==> src/rtl/mtsp_bus_mq_if.sv <==
// Bus bundle between the MTSP thread pipeline, the command queue and the external memory bus.
// The slave modport is the queue's view; master is the pipeline/bus side.
interface mtsp_bus_mq_if #(
    parameter int TRD_COUNT  = 8,
    parameter int DEPTH_LOG2 = 4,
    parameter int ADDR_W     = 14,
    parameter int DATA_W     = 128
);
    logic [TRD_COUNT-1:0]  nTRD;
    logic                  MEM_nEN;
    logic                  MEM_WRITE;
    logic [1:0]            MEM_OPT;
    logic [ADDR_W-1:0]     MEM_ADDR;
    logic [DATA_W-1:0]     MEM_DATA;
    logic                  MEM_STALL;
    logic                  PC_nWAIT;
    logic [TRD_COUNT-1:0]  PC_nAWAKE;
    logic                  CMD_EN;
    logic                  CMD_VALID;
    logic                  CMD_WRITE;
    logic [ADDR_W-1:0]     CMD_ADDR;
    logic [DATA_W-1:0]     CMD_DATA;
    logic [DEPTH_LOG2:0]   CMD_LEVEL;

    modport slave (
        input  nTRD, MEM_nEN, MEM_WRITE, MEM_OPT, MEM_ADDR, MEM_DATA, CMD_VALID,
        output MEM_STALL, PC_nWAIT, PC_nAWAKE, CMD_EN, CMD_WRITE, CMD_ADDR, CMD_DATA, CMD_LEVEL
    );

    modport master (
        output nTRD, MEM_nEN, MEM_WRITE, MEM_OPT, MEM_ADDR, MEM_DATA, CMD_VALID,
        input  MEM_STALL, PC_nWAIT, PC_nAWAKE, CMD_EN, CMD_WRITE, CMD_ADDR, CMD_DATA, CMD_LEVEL
    );
endinterface

==> src/rtl/mtsp_bus_mq.sv <==
// Multi-thread bus command queue: FIFO of normal/bypass/prefetch commands, thread wake on drain,
// and per-thread outstanding-prefetch counters that gate wait commands and stall on saturation.
module mtsp_bus_mq #(
    parameter int TRD_COUNT  = 8,
    parameter int DEPTH_LOG2 = 4,
    parameter int ADDR_W     = 14,
    parameter int DATA_W     = 128,
    parameter int PF_CNT_W   = 3
) (
    input  logic                CLK,
    input  logic                RST,
    mtsp_bus_mq_if.slave        bus
);
    localparam int DEPTH = 1 << DEPTH_LOG2;
    localparam logic [PF_CNT_W-1:0] CNT_MAX = {PF_CNT_W{1'b1}};

    typedef enum logic [1:0] {
        OPT_NORMAL   = 2'b00,
        OPT_BYPASS   = 2'b01,
        OPT_PREFETCH = 2'b10,
        OPT_WAIT     = 2'b11
    } opt_e;

    logic                  pfMem    [DEPTH];
    logic [TRD_COUNT-1:0]  maskMem  [DEPTH];
    logic                  writeMem [DEPTH];
    logic [ADDR_W-1:0]     addrMem  [DEPTH];
    logic [DATA_W-1:0]     dataMem  [DEPTH];

    logic [DEPTH_LOG2-1:0] wrPtr_q, wrPtr_d;
    logic [DEPTH_LOG2-1:0] rdPtr_q, rdPtr_d;
    logic [DEPTH_LOG2:0]   level_q, level_d;
    logic [TRD_COUNT-1:0]  awake_q, awake_d;
    logic [PF_CNT_W-1:0]   cnt_q [TRD_COUNT];
    logic [PF_CNT_W-1:0]   cnt_d [TRD_COUNT];

    opt_e                  opt;
    logic                  act, full, notEmpty, sat, pend;
    logic                  stall, push, pop, decAtZero;
    logic                  headPf;
    logic [TRD_COUNT-1:0]  headMask;

    assign opt      = opt_e'(bus.MEM_OPT);
    assign act      = ~bus.MEM_nEN;
    assign full     = (level_q == (DEPTH_LOG2+1)'(DEPTH));
    assign notEmpty = (level_q != '0);
    assign headPf   = pfMem[rdPtr_q];
    assign headMask = maskMem[rdPtr_q];

    // Saturation and pending are judged only over the threads issuing this cycle.
    always_comb begin
        sat  = 1'b0;
        pend = 1'b0;
        for (int t = 0; t < TRD_COUNT; t++) begin
            if (!bus.nTRD[t] && cnt_q[t] == CNT_MAX) sat  = 1'b1;
            if (!bus.nTRD[t] && cnt_q[t] != '0)      pend = 1'b1;
        end
    end

    // Full is taken from registered level, so a pop in the same cycle never frees a slot for a push.
    assign stall = act & (opt != OPT_WAIT) & (full | ((opt == OPT_PREFETCH) & sat));
    assign push  = act & (opt != OPT_WAIT) & ~stall;
    assign pop   = notEmpty & bus.CMD_VALID;

    always_comb begin
        wrPtr_d   = wrPtr_q + DEPTH_LOG2'(push);
        rdPtr_d   = rdPtr_q + DEPTH_LOG2'(pop);
        level_d   = level_q + (DEPTH_LOG2+1)'(push) - (DEPTH_LOG2+1)'(pop);
        awake_d   = (pop & ~headPf) ? headMask : '1;
        decAtZero = 1'b0;
        for (int t = 0; t < TRD_COUNT; t++) begin
            cnt_d[t] = cnt_q[t];
            case ({push & (opt == OPT_PREFETCH) & ~bus.nTRD[t], pop & headPf & ~headMask[t]})
                2'b10:   cnt_d[t] = cnt_q[t] + PF_CNT_W'(1);
                2'b01:   cnt_d[t] = cnt_q[t] - PF_CNT_W'(1);
                default: cnt_d[t] = cnt_q[t];
            endcase
            if (pop && headPf && !headMask[t] && cnt_q[t] == '0) decAtZero = 1'b1;
        end
    end

    always_ff @(posedge CLK) begin
        if (RST) begin
            wrPtr_q <= '0;
            rdPtr_q <= '0;
            level_q <= '0;
            awake_q <= '1;
            for (int t = 0; t < TRD_COUNT; t++) cnt_q[t] <= '0;
        end else begin
            wrPtr_q <= wrPtr_d;
            rdPtr_q <= rdPtr_d;
            level_q <= level_d;
            awake_q <= awake_d;
            for (int t = 0; t < TRD_COUNT; t++) cnt_q[t] <= cnt_d[t];
        end
    end

    // Storage is left unreset: entries become unreachable once the pointers clear.
    always_ff @(posedge CLK) begin
        if (push) begin
            pfMem[wrPtr_q]    <= (opt == OPT_PREFETCH);
            maskMem[wrPtr_q]  <= (opt == OPT_BYPASS) ? '1 : bus.nTRD;
            writeMem[wrPtr_q] <= bus.MEM_WRITE;
            addrMem[wrPtr_q]  <= bus.MEM_ADDR;
            dataMem[wrPtr_q]  <= bus.MEM_DATA;
        end
    end

    assign bus.MEM_STALL = stall;
    assign bus.PC_nWAIT  = ~(act & ~stall & ((opt == OPT_NORMAL) | ((opt == OPT_WAIT) & pend)));
    assign bus.PC_nAWAKE = awake_q;
    assign bus.CMD_EN    = notEmpty;
    assign bus.CMD_WRITE = writeMem[rdPtr_q];
    assign bus.CMD_ADDR  = addrMem[rdPtr_q];
    assign bus.CMD_DATA  = dataMem[rdPtr_q];
    assign bus.CMD_LEVEL = level_q;

    // Every prefetch pop was counted when pushed, so its counter can never already be zero.
    assert property (@(posedge CLK) disable iff (RST) !decAtZero);

endmodule

==> src/flat_wrapper.sv <==
// flat-port wrapper written by rule: the top's interface ports become plain ports
module mtsp_bus_mq_flat 
#(
    parameter int TRD_COUNT  = 8,
    parameter int DEPTH_LOG2 = 4,
    parameter int ADDR_W     = 14,
    parameter int DATA_W     = 128,
    parameter int PF_CNT_W   = 3
)
  (CLK, RST, bus_nTRD, bus_MEM_nEN, bus_MEM_WRITE, bus_MEM_OPT, bus_MEM_ADDR, bus_MEM_DATA, bus_CMD_VALID, bus_MEM_STALL, bus_PC_nWAIT, bus_PC_nAWAKE, bus_CMD_EN, bus_CMD_WRITE, bus_CMD_ADDR, bus_CMD_DATA, bus_CMD_LEVEL);
  mtsp_bus_mq_if #(.TRD_COUNT(TRD_COUNT), .DEPTH_LOG2(DEPTH_LOG2), .ADDR_W(ADDR_W), .DATA_W(DATA_W)) bus_i ();
  input  logic CLK;
  input  logic RST;
  input wire logic [$bits(bus_i.nTRD)-1:0] bus_nTRD;
  input wire logic [$bits(bus_i.MEM_nEN)-1:0] bus_MEM_nEN;
  input wire logic [$bits(bus_i.MEM_WRITE)-1:0] bus_MEM_WRITE;
  input wire logic [$bits(bus_i.MEM_OPT)-1:0] bus_MEM_OPT;
  input wire logic [$bits(bus_i.MEM_ADDR)-1:0] bus_MEM_ADDR;
  input wire logic [$bits(bus_i.MEM_DATA)-1:0] bus_MEM_DATA;
  input wire logic [$bits(bus_i.CMD_VALID)-1:0] bus_CMD_VALID;
  output wire logic [$bits(bus_i.MEM_STALL)-1:0] bus_MEM_STALL;
  output wire logic [$bits(bus_i.PC_nWAIT)-1:0] bus_PC_nWAIT;
  output wire logic [$bits(bus_i.PC_nAWAKE)-1:0] bus_PC_nAWAKE;
  output wire logic [$bits(bus_i.CMD_EN)-1:0] bus_CMD_EN;
  output wire logic [$bits(bus_i.CMD_WRITE)-1:0] bus_CMD_WRITE;
  output wire logic [$bits(bus_i.CMD_ADDR)-1:0] bus_CMD_ADDR;
  output wire logic [$bits(bus_i.CMD_DATA)-1:0] bus_CMD_DATA;
  output wire logic [$bits(bus_i.CMD_LEVEL)-1:0] bus_CMD_LEVEL;
  assign bus_i.nTRD = bus_nTRD;
  assign bus_i.MEM_nEN = bus_MEM_nEN;
  assign bus_i.MEM_WRITE = bus_MEM_WRITE;
  assign bus_i.MEM_OPT = bus_MEM_OPT;
  assign bus_i.MEM_ADDR = bus_MEM_ADDR;
  assign bus_i.MEM_DATA = bus_MEM_DATA;
  assign bus_i.CMD_VALID = bus_CMD_VALID;
  assign bus_MEM_STALL = bus_i.MEM_STALL;
  assign bus_PC_nWAIT = bus_i.PC_nWAIT;
  assign bus_PC_nAWAKE = bus_i.PC_nAWAKE;
  assign bus_CMD_EN = bus_i.CMD_EN;
  assign bus_CMD_WRITE = bus_i.CMD_WRITE;
  assign bus_CMD_ADDR = bus_i.CMD_ADDR;
  assign bus_CMD_DATA = bus_i.CMD_DATA;
  assign bus_CMD_LEVEL = bus_i.CMD_LEVEL;
  mtsp_bus_mq #(.TRD_COUNT(TRD_COUNT), .DEPTH_LOG2(DEPTH_LOG2), .ADDR_W(ADDR_W), .DATA_W(DATA_W), .PF_CNT_W(PF_CNT_W)) u_core (.CLK(CLK), .RST(RST), .bus(bus_i));
endmodule
==> config.mk <==
export PLATFORM = sky130hd
export DESIGN_NAME = mtsp_bus_mq_flat
export DESIGN_NICKNAME = d
export VERILOG_FILES = /design/src/rtl/mtsp_bus_mq_if.sv /design/src/rtl/mtsp_bus_mq.sv /design/src/flat_wrapper.sv
export SDC_FILE = /design/constraint.sdc
export NUM_CORES = 2
export LEC_CHECK = 0
export CORE_MARGIN = 4
export CORE_UTILIZATION = 65
export CTS_CLUSTER_DIAMETER = 120
export DETAILED_ROUTE_END_ITERATION = 8
export PLACE_DENSITY = 0.84
export SLEW_MARGIN = 0
export SYNTH_ARGS = -nofsm -noshare
export SYNTH_HDL_FRONTEND = slang
export SYNTH_SLANG_ARGS = --single-unit
==> constraint.sdc <==
create_clock -name CLK -period 41.4 [get_ports CLK]
set_clock_uncertainty 0.2 [all_clocks]
set_input_delay 4.14 -clock CLK [delete_from_list [all_inputs] [get_ports CLK]]
set_output_delay 4.14 -clock CLK [all_outputs]
set_load 0.02 [all_outputs]
==> out/results.ini <==
[run_status]
status=completed

[cells_and_area]
area_growth_pct=13.6
final_common_cell=edfxtp_1
final_cell_mix=edfxtp_1, mux4_2, clkdlybuf4s50_1, clkbuf_16, buf_4
drive_above_1_share_pct=27.1
fin_nets=4352
num-fill-cells=7165

[clocking]
numCtsBuffers=229
cts_resized=0
postCtsHoldBufs=0
post_cts_buffers=0
clk_latency_ns=0.86
tritoncts=yes
clockBufferDepth=3
clk_pin_slew_ns=0.06
cts-root-buf=clkbuf_16
numClockSinks=2477
htree_levels=4

[critical_path]
worstReg2RegEnd=u_core.dataMem[5][68]
worst_r2r_path_depth=8
path_class=reg -> out
r2r_start=u_core.bus.CMD_LEVEL[2]
endpoint_kind=output pin
cp.required_ns=37.06
r2r_slack_ns=36.50
worst_ep_arrival_time_ns=6.97
cp_max_fo=110
start_kind=flip-flop

[route]
wl_met1_mm=81.1
drt_iter0_markers=6389
ant_nets=0
avgRoutedWirePerCell_um=36.7
top_layer=met5
wl_met3_mm=23.5
via_per_inst=7.06
met2_length_mm=119
vias=44300
drcViolationCount=0
drt-total-wl_mm=230
drt_pre_antenna_iters=7

[grt]
grt_overflow=0
grt_pass1_wl_mm=336
grtUsageTotal_pct=31.3
grt_max_degree=164
antenna_found_initial=32
grt_pass1_vias=46300

[timing]
setup_viol=0
period_needed_ns=11.31
max_slew_margin_pct=24.1
slew_viol_final=0
fin_hold_ws_ns=0.302
max_slew.worst_pin.slew_ns=1.13
setup_tns_ns=0
setup_slack_ns=30.09
hold_violations=0
period_share_pct=27.3
fmax_mhz=88.4
rsz0062_at_grt=no

[synth]
synthFlopType=edfxtp_1
synth_cells=3724
ys_types=44
netlist_area_um2=93800
synth-async-reset-ratio_pct=0
synth-seq-area-share_pct=78.8
syn_nets=3908
yosys_warnings=0
ys_ff_latch=2477
syn-mean-instance-area_um2=25.2
synth_edf_count=2432

[die]
fp.dieArea_um2=150000
die_w_um=388
start_util_pct=65.4
io_pins=316
rows=139
core_area_um2=143000
die_y_um=388

[worst_hold_path]
hold_start=u_core.cnt_q[1][2]
worstHoldEndpoint=u_core.cnt_q[1][2]
hp-class=reg -> reg
whs_path_depth=2

[placed_design]
place_worst_setup_slack_ns=30.69
portBuffers=315
gp_congestion=0.802
dp_hpwl_mm=106

[pwr]
p_per_area_nw_per_um2=57.0
leakage_nw=32.2
vdd_drop_max_mv=0.0651

[flow_run]
cap_violations=0

## cell usage after synthesis, types with 2 or more instances
| master | number | share of area (%) |
|---|---|---|
| o21ai_0 | 10 | 0.053 |
| ha_1 | 18 | 0.24 |
| nand3_1 | 2 | 0.011 |
| mux4_2 | 747 | 18 |
| and3_1 | 2 | 0.013 |
| buf_6 | 8 | 0.096 |
| a21oi_1 | 32 | 0.17 |
| dfxtp_1 | 45 | 0.96 |
| inv_1 | 35 | 0.14 |
| buf_2 | 138 | 0.74 |
| clkbuf_1 | 22 | 0.088 |
| buf_4 | 10 | 0.080 |
| nand2b_1 | 22 | 0.15 |
| or2_2 | 11 | 0.073 |
| o22ai_1 | 6 | 0.040 |
| a211oi_1 | 11 | 0.088 |
| nand2_1 | 6 | 0.024 |
| nor2_1 | 53 | 0.21 |
| xnor2_1 | 3 | 0.028 |
| xor2_1 | 20 | 0.19 |
| a311oi_2 | 2 | 0.032 |
| and2_1 | 2 | 0.013 |
| mux2i_1 | 12 | 0.13 |
| fa_1 | 9 | 0.19 |
| or3_1 | 9 | 0.060 |
| nor4_1 | 17 | 0.11 |
| buf_1 | 2 | 0.0080 |
| edfxtp_1 | 2432 | 78 |
| nor2b_1 | 22 | 0.15 |
| mux2_2 | 2 | 0.024 |
## worst max-delay path by stage
stage	from	endpoint	cells past startpoint	slack [ns]
2_1_floorplan	bus_nTRD[3]	u_core.addrMem[8][0]	6	20.67
3_3_place_gp	bus_nTRD[7]	bus_PC_nWAIT	7	30.64
3_5_place_dp	bus_nTRD[7]	bus_PC_nWAIT	7	30.69
4_1_cts	u_core.rdPtr_q[0]	bus_CMD_DATA[87]	7	29.76
5_1_grt	u_core.rdPtr_q[0]	bus_CMD_DATA[87]	7	29.36
6_report	u_core.rdPtr_q[0]	bus_CMD_DATA[87]	7	30.09
## metrics by stage
stage | std cells | instance area, um^2 | utilization (%) | power, W
after floorplan | 3724 | 93800 | - | 0.00370
after detailed placement | 5840 | 99300 | 69.2 | 0.00404
after global routing | 6274 | 107000 | 74.3 | 0.00629
final | 6282 | 107000 | 74.3 | 0.00608
after CTS | 6260 | 107000 | 74.3 | 0.00612
after global placement | 5840 | 99300 | 69.2 | 0.00402
## state kept, by name, summed over array words and instances (netlist names)
name,flops
u_core.bus.CMD_LEVEL,5
u_core.rdPtr_q,4
u_core.wrPtr_q,4
u_core.bus.PC_nAWAKE,8
u_core.addrMem,224
u_core.cnt_q,24
u_core.writeMem,16
u_core.maskMem,128
u_core.pfMem,16
u_core.dataMem,2048
## final cells by class
| type | instances | area (um^2) | area share [%] |
|---|---|---|---|
| flip-flops and latches | 2477 | 73900 | 69.4 |
| multi-input cells | 1032 | 18900 | 17.7 |
| clock buffers | 279 | 5960 | 5.59 |
| repair buffers | 393 | 3890 | 3.65 |
| well taps | 1903 | 2380 | 2.23 |
| clock inverters | 141 | 1340 | 1.25 |
| inverters | 35 | 131 | 0.123 |
| diodes | 22 | 55.1 | 0.0516 |
## cells by family (layout without fill, tap and decap cells)
logic type | after synthesis | after routing | share of synthesized area (%)
other | 0 | 22 | 0
muxes | 761 | 761 | 18.1
AOI/OAI and AO/OA | 69 | 69 | 0.452
xor gates and xnor gates | 23 | 23 | 0.215
and+or+nand+nor | 152 | 152 | 0.866
buffers and inverters | 215 | 848 | 1.15
DFF | 2477 | 2477 | 78.8
adders and majority gates | 27 | 27 | 0.432
## routing by layer
layer,track usage (%),vias up
met3,7.11,428
met4,10.2,20
met2,51.3,3200
li1,-,17000
met1,42.9,23600
met5,0,-
## worst max-delay path, stage by stage, from the launching register on
cell	delay [ns]
dfxtp_4	0.87
buf_4	0.86
buf_4	0.74
buf_12	0.70
buf_4	0.90
mux4_2	0.63
mux4_2	0.50
clkdlybuf4s50_1	0.62
## power breakdown
group / switching (W) / internal (W)
combinational: 0.000576 / 0.000588
clock: 0.000919 / 0.00115
sequential: 0.0000353 / 0.00281
total: 0.00153 / 0.00455
Power figures use the tool's default switching activity.
